==> src/rtl/instruction_fetch_pkg.sv <==
// Shared fetch definitions: HALT word, FSM encoding, opcode field position.
package instruction_fetch_pkg;

  localparam logic [15:0] HALT_INST = 16'h0000;
  localparam int OPC_MSB = 15;
  localparam int OPC_LSB = 12;

  typedef enum logic [1:0] {
    ST_RUN   = 2'd0,
    ST_STALL = 2'd1,
    ST_HALT  = 2'd2
  } state_e;

  function automatic logic [3:0] opcode_of(input logic [15:0] inst);
    return inst[OPC_MSB:OPC_LSB];
  endfunction

endpackage

==> src/rtl/fetch_pc_reg.sv <==
// Program counter: redirect load beats increment; increment wraps modulo 2**ADDR_W.
module fetch_pc_reg #(
  parameter int ADDR_W = 3
) (
  input  logic              clk,
  input  logic              rst,
  input  logic              redirect_vld,
  input  logic [ADDR_W-1:0] redirect_addr,
  input  logic              inc,
  output logic [ADDR_W-1:0] pc
);

  logic [ADDR_W-1:0] pc_q;
  logic [ADDR_W-1:0] pc_d;

  always_comb begin
    pc_d = pc_q;
    if (redirect_vld) begin
      pc_d = redirect_addr;
    end else if (inc) begin
      pc_d = pc_q + ADDR_W'(1);
    end
  end

  always_ff @(posedge clk or posedge rst) begin
    if (rst) begin
      pc_q <= '0;
    end else begin
      pc_q <= pc_d;
    end
  end

  assign pc = pc_q;

endmodule

==> src/rtl/instruction_fetch.sv <==
// Fetch stage: PC -> comb ROM -> IR, one word/cycle, freezes on !inst_ready, flushes on redirect.
// Optional HALT_ON_END_EN: a fetch from the last ROM address halts instead of wrapping.
module instruction_fetch
  import instruction_fetch_pkg::*;
#(
  parameter int ADDR_W = 3,
  parameter int INST_W = 16,
  parameter int CNT_W  = 8
) (
  input  logic              clk,
  input  logic              rst,
  output logic [ADDR_W-1:0] rom_addr,
  input  logic [INST_W-1:0] rom_inst,
  output logic [INST_W-1:0] inst_out,
  output logic [ADDR_W-1:0] pc_out,
  output logic              inst_valid,
  input  logic              inst_ready,
  input  logic              redirect_valid,
  input  logic [ADDR_W-1:0] redirect_addr,
  output logic              halted,
  output logic [CNT_W-1:0]  fetch_count
);

  state_e            state_q, state_d;
  logic [INST_W-1:0] inst_q, inst_d;
  logic [ADDR_W-1:0] pc_out_q, pc_out_d;
  logic              valid_q, valid_d;
  logic [CNT_W-1:0]  cnt_q, cnt_d;
  logic [ADDR_W-1:0] pc;
  logic              transfer, load, end_hit, halt_hit, pc_inc;

  fetch_pc_reg #(.ADDR_W(ADDR_W)) u_pc (
    .clk           (clk),
    .rst           (rst),
    .redirect_vld  (redirect_valid),
    .redirect_addr (redirect_addr),
    .inc           (pc_inc),
    .pc            (pc)
  );

  always_comb begin
    transfer = valid_q & inst_ready;
    load     = (state_q != ST_HALT) & (~valid_q | inst_ready) & ~redirect_valid;
`ifdef HALT_ON_END_EN
    end_hit  = &pc;
`else
    end_hit  = 1'b0;
`endif
    halt_hit = load & ((rom_inst == INST_W'(HALT_INST)) | end_hit);
    // An end-of-ROM halt keeps the PC on the last address rather than wrapping.
    pc_inc   = load & ~end_hit;
  end

  always_ff @(posedge clk or posedge rst) begin
    if (rst) begin
      state_q <= ST_RUN;
    end else begin
      state_q <= state_d;
    end
  end

  always_comb begin
    state_d = state_q;
    if (redirect_valid) begin
      state_d = ST_RUN;
    end else begin
      unique case (state_q)
        ST_RUN, ST_STALL: begin
          if (halt_hit)                   state_d = ST_HALT;
          else if (valid_q & ~inst_ready) state_d = ST_STALL;
          else                            state_d = ST_RUN;
        end
        ST_HALT: state_d = ST_HALT;
        default: state_d = ST_RUN;
      endcase
    end
  end

  always_comb begin
    inst_d   = inst_q;
    pc_out_d = pc_out_q;
    valid_d  = valid_q;
    if (redirect_valid) begin
      valid_d = 1'b0;
    end else if (load) begin
      inst_d   = rom_inst;
      pc_out_d = pc;
      valid_d  = 1'b1;
    end else if (transfer) begin
      valid_d = 1'b0;
    end
    cnt_d = cnt_q;
    if (transfer && (cnt_q != {CNT_W{1'b1}})) begin
      cnt_d = cnt_q + CNT_W'(1);
    end
  end

  always_ff @(posedge clk or posedge rst) begin
    if (rst) begin
      inst_q   <= '0;
      pc_out_q <= '0;
      valid_q  <= 1'b0;
      cnt_q    <= '0;
    end else begin
      inst_q   <= inst_d;
      pc_out_q <= pc_out_d;
      valid_q  <= valid_d;
      cnt_q    <= cnt_d;
    end
  end

  always_comb begin
    rom_addr    = pc;
    inst_out    = inst_q;
    pc_out      = pc_out_q;
    inst_valid  = valid_q;
    fetch_count = cnt_q;
    halted      = (state_q == ST_HALT);
  end

endmodule
==> config.mk <==
export PLATFORM = sky130hd
export DESIGN_NAME = instruction_fetch
export DESIGN_NICKNAME = d
export VERILOG_FILES = /design/src/rtl/instruction_fetch_pkg.sv /design/src/rtl/fetch_pc_reg.sv /design/src/rtl/instruction_fetch.sv
export SDC_FILE = /design/constraint.sdc
export NUM_CORES = 1
export LEC_CHECK = 0
export ABC_AREA = 0
export CORE_UTILIZATION = 30
export DETAILED_ROUTE_END_ITERATION = 10
export RECOVER_POWER = 25
export SLEW_MARGIN = 40
export SYNTH_ARGS = -nofsm -noshare
export SYNTH_HDL_FRONTEND = slang
export SYNTH_SLANG_ARGS = --single-unit
==> constraint.sdc <==
create_clock -name clk -period 4.26 [get_ports clk]
set_input_delay 0.639 -clock clk [delete_from_list [all_inputs] [get_ports clk]]
set_output_delay 0.639 -clock clk [all_outputs]
set_load 0.005 [all_outputs]
==> run metrics, run 1 <==
run status finished with violations; failing checks max-capacitance violations, max-slew violations; leakage 0.000896 uW; global route hottest layer met2; cts repair resizes 0; area occupied by multi-input gates 606 um^2; vias in the first global route 1184; chip height 71.9 um; Worst-path clk slew 0.07 ns; Slew @ Worst Pin 1.77 ns; min cycle time layout 2.44 ns; worst-path fanout max 33; Crit Path Category in2async; CTS tree done; Synth Net Count 141; Critical Path Sink Type asynchronous set/reset pin; drt first pass iters 4; slew margin rel. -0.177; CP startpoint kind input port; Synth Instances 116; HPWL after DPL 2420 um; total core area 4720 um^2; Yosys cell types 32; hold_buf cts 0; fin. max-slew vios 34; YS warnings 0; final antenna-violating net count 0; register bit total from synthesis 33; Layout Cells excl Fill 245; vias per cell 4.71; Final setup violation count 0; nets 202; required time worst endpoint 4.31 ns; Congestion Overflow GR 0; All-Layer GR Usage 0.138; unrepaired setup endpoints after global routing no; Routed Wire Length 3250 um; num ports 55; mapped cell area 1470 um^2; ANT cells 0; first-pass GRT wire length 5530 um; DIE AREA 5170 um^2; drt wl/cell 13.2 um; Yosys top cell area share 0.563; most common cell after layout, fill and taps aside clkdlybuf4s50_1; Final Cycle Share 0.574; number of max-cap violations 1; top post-synthesis cells by area dfrtp_1 (56%), mux2_2 (17%), a21oi_1 (2.0%); antenna violations before repair 0; CP top delay family buffers and inverters; cts bufs inserted 5; clk buf depth 2; GRT met3 Usage 0.0667; GR Layer Usage met2 0.219; Initial Util 0.310; PortBufs 54; share of post-route cells with drive strength above 1 0.197; sequential cell area fraction in the yosys report 0.563; biggest area consumer among synthesized cells dfrtp_1; fillcell total 429; Final Hold Vio Count 0; Hold WC Path Type reg2reg; postcts setup bufs 0; 1st-iter DRT viols 56; CP max stage delay 1.26 ns; Slowest cell on crit path clkbuf_1; largest net degree at the start of global routing 34; clk_lat worst skew 0.28 ns; Die W 71.9 um; setup TNS 0 ns; skew final 0.00845 ns; Avg Inst Size Synth 12.6 um^2; Pwr per Cell Area 456 nW/um^2; Peak VDD IR 0.000210 V; CTS sink count 33; commonest non-fill, non-tap cells in the layout clkdlybuf4s50_1 (53), dfrtp_1 (33), mux2_2 (22); via count 1155; Root Driver clkbuf_8; routability cong. 0.775; Crit path buffers/inverters 3; # DRC 0; critical path arrival 2.50 ns; cell chain of the critical path dlygate4sd3_1 -> inv_1 -> clkbuf_1; Placement Rows 25; Achievable Freq 409 MHz; M1 GR Usage 0.170; H-Tree Depth 2; sequential cell area 826 um^2; dpl cells 236; area added between synthesis and finish 50.4%
path summary, 6_finish.rpt:
path                             start        endpoint  slack (ns)  cells after the start
setup reg to reg            inst_valid     inst_out[5]        2.56                      4
max in group clk            state_q[0]          halted        2.15                      3
hold / removal             inst_out[4]     inst_out[4]        0.51                      1
hold reg to reg            inst_out[4]     inst_out[4]        0.51                      1
setup / recovery                   rst  fetch_count[3]        1.82                      3
min in group asynchronous          rst     inst_out[7]        1.42                      3
flip-flops by register name, indices dropped and copies added, names as in the netlist:
register     cells
pc_out           3
inst_valid       1
state_q          2
inst_out        16
fetch_count      8
u_pc.pc          3
cell families after synthesis:
logic type,synth area share
xor gates and xnor gates,0.00597
and+or+nand+nor,0.145
buffers and inverters,0.0239
muxes,0.169
adders and majority gates,0.0171
AOI/OAI and AO/OA,0.0759
DFF,0.563
Yosys cell counts:
cell	n
and3_1	2
nand2_1	4
o311ai_0	1
o211ai_1	1
nor2b_1	1
a211oi_1	1
clkbuf_2	1
inv_1	4
nor3_1	3
o21ai_0	2
nand2b_1	2
nor2_1	3
nand2b_4	1
xor2_1	1
nor3_4	1
o21a_1	1
dfrtp_1	33
nand4_1	3
mux2_2	22
nor2b_2	1
buf_6	1
a31oi_1	3
o22ai_2	1
a41oi_1	1
ha_1	2
and4_1	2
nor4_1	3
a21oi_1	6
nand3_1	5
or4_1	2
or3_1	1
inv_2	1
layout make-up:
class	instances	area share
flip-flops and latches	33	0.374
multi-input cells	76	0.275
repair buffers	56	0.252
clock buffers	7	0.0391
well taps	67	0.0380
clock inverters	1	0.0136
inverters	5	0.00851
layer usage:
layer | part of all wire | routed length, um | vias to the layer above
li1 | - | - | 552
met1 | 0.43 | 1390 | 555
met2 | 0.48 | 1570 | 44
met3 | 0.077 | 250 | 4
met4 | 0.0092 | 30 | 0
met5 | 0 | 0 | -
where the power goes:
part	switching, uW	internal [uW]	total [uW]
combinational	88.0	179	267
clock	110	191	300
sequential	64.1	374	438
through the flow:
step | utilization | area [um^2] | hold WS [ns] | power, uW | setup slack [ns]
2_1_floorplan | - | 1470 | 0.484 | 540 | 2.43
3_3_place_gp | 0.441 | 2080 | 0.492 | 706 | 1.73
3_5_place_dp | 0.441 | 2080 | 0.495 | 714 | 1.65
4_1_cts | 0.465 | 2200 | 0.510 | 1020 | 1.95
5_1_grt | 0.467 | 2210 | 0.525 | 1070 | 1.40
6_report | 0.467 | 2210 | 0.506 | 1010 | 1.82
worst reg2reg max path, stage by stage, from the launching register on:
cell and delay, ns:
dfrtp_1 0.44, nor2b_2 0.23, nor3_4 0.33, buf_6 0.23, mux2_2 0.35
No activity file was read; power rests on OpenSTA's default activity.
==> run 2, diff against run 1 <==
- clock period: 4.26 -> 2 ns (I/O delays scaled with it)
==> run metrics, run 2 (synthesized netlist as in run 1, its figures left out) <==
max reg flops 16; CTS tree done; drt first pass iters 6; Slowest cell on crit path clkdlybuf4s50_1; Crit path buffers/inverters 2; All-Layer GR Usage 0.145; setup TNS 0 ns; cell chain of the critical path nand2b_4 -> inv_2 -> clkdlybuf4s50_1; # DRC 0; vias in the first global route 1238; total core area 4720 um^2; Crit Path Category reg2out; drt wl/cell 13.6 um; CP startpoint kind flip-flop; worst-path fanout max 7; critical path startpoint state_q[0]; clk_lat worst skew 0.28 ns; critical path arrival 1.45 ns; share of post-route cells with drive strength above 1 0.207; fin. max-slew vios 0; Worst-path clk slew 0.07 ns; nets 203; routability cong. 0.840; hold_buf cts 0; Congestion Overflow GR 0; cts bufs inserted 5; Root Driver clkbuf_8; H-Tree Depth 2; via count 1187; Initial Util 0.310; P_sw 575 uW; Hold WC Path Type reg2reg; Final Hold Vio Count 0; Critical Path Sink Type output port; Final Cycle Share 0.877; 1st-iter DRT viols 124; postcts setup bufs 0; Slew @ Worst Pin 0.818 ns; Cell Int Power 1590 uW; Seq pwr share 0.435; cts repair resizes 0; run status finished clean; DIE AREA 5170 um^2; clock share of power 0.297; chip height 71.9 um; CP max stage delay 0.52 ns; CP top delay family buffers and inverters; antenna violations before repair 0; Design Area, Final 2220 um^2; first-pass GRT wire length 5830 um; Final setup violation count 0; Achievable Freq 570 MHz; Placement Rows 25; Pwr per Cell Area 973 nW/um^2; PortBufs 54; min cycle time layout 1.75 ns; num ports 55; final antenna-violating net count 0; required time worst endpoint 1.70 ns; clk buf depth 2; ANT cells 0; final core occ 0.471; largest net degree at the start of global routing 34; leakage 0.000906 uW; RR Startpoint fetch_count[0]; fillcell total 418; number of max-cap violations 0; DP Area 2110 um^2; Routed Wire Length 3350 um; skew final 0.00350 ns; HPWL after DPL 2510 um; Peak VDD IR 0.000402 V; area added between synthesis and finish 51.6%; switch share 0.266; Hold Path Origin inst_out[7]; Die W 71.9 um; vias per cell 4.83; CTS sink count 33; most common cell after layout, fill and taps aside clkdlybuf4s50_1; commonest non-fill, non-tap cells in the layout clkdlybuf4s50_1 (53), dfrtp_1 (33), mux2_2 (22); slew margin rel. 0.455; unrepaired setup endpoints after global routing no; Logic pwr share 0.268
run 2: cell count changes in the layout (fill, tap and decap cells not counted), sizes merged:
cell / delta
buf: +1
run 2: through the flow:
| stage | std cells | worst slack (ns) | power, uW | hold WS, ns |
|---|---|---|---|---|
| floorplan | 116 | 0.433 | 1150 | 0.420 |
| finish | 246 | 0.246 | 2160 | 0.507 |
| CTS | 246 | 0.230 | 2190 | 0.413 |
| detailed placement | 238 | 0.108 | 1530 | 0.495 |
| global placement | 238 | 0.103 | 1510 | 0.493 |
| global route | 246 | 0.192 | 2290 | 0.526 |
run 2: path summary, 6_finish.rpt:
path | to | slack, ns | depth (start not counted)
worst max-delay path | halted | 0.25 | 3
worst min-delay path | inst_out[7] | 0.51 | 1
worst max register to register | fetch_count[1] | 0.36 | 4
worst min register to register | inst_out[7] | 0.51 | 1
max in group asynchronous | state_q[0] | 0.80 | 3
min in group asynchronous | inst_out[6] | 0.69 | 3
run 2: cell type report:
| cell class | instances | area [um^2] | share of cell area |
|---|---|---|---|
| inverters | 5 | 18.8 | 0.00844 |
| repair buffers | 57 | 573 | 0.258 |
| multi-input cells | 76 | 606 | 0.272 |
| well taps | 67 | 83.8 | 0.0377 |
| clock inverters | 1 | 30.0 | 0.0135 |
| flip-flops and latches | 33 | 826 | 0.371 |
| clock buffers | 7 | 86.3 | 0.0388 |
run 2: power groups by stage:
stage	Combinational (uW)	Sequential, uW	Clock, uW
2_1_floorplan	217	932	0
3_3_place_gp	573	938	0
3_5_place_dp	585	948	0
4_1_cts	589	940	664
5_1_grt	634	965	695
6_report	580	941	643
run 2: metal layers:
layer / up-vias / track usage / wire [um]
met3: 4 / 0.0556 / 226
met5: - / 0 / 0
met2: 51 / 0.247 / 1720
li1: 558 / - / -
met1: 574 / 0.171 / 1370
met4: 0 / 0.0392 / 34
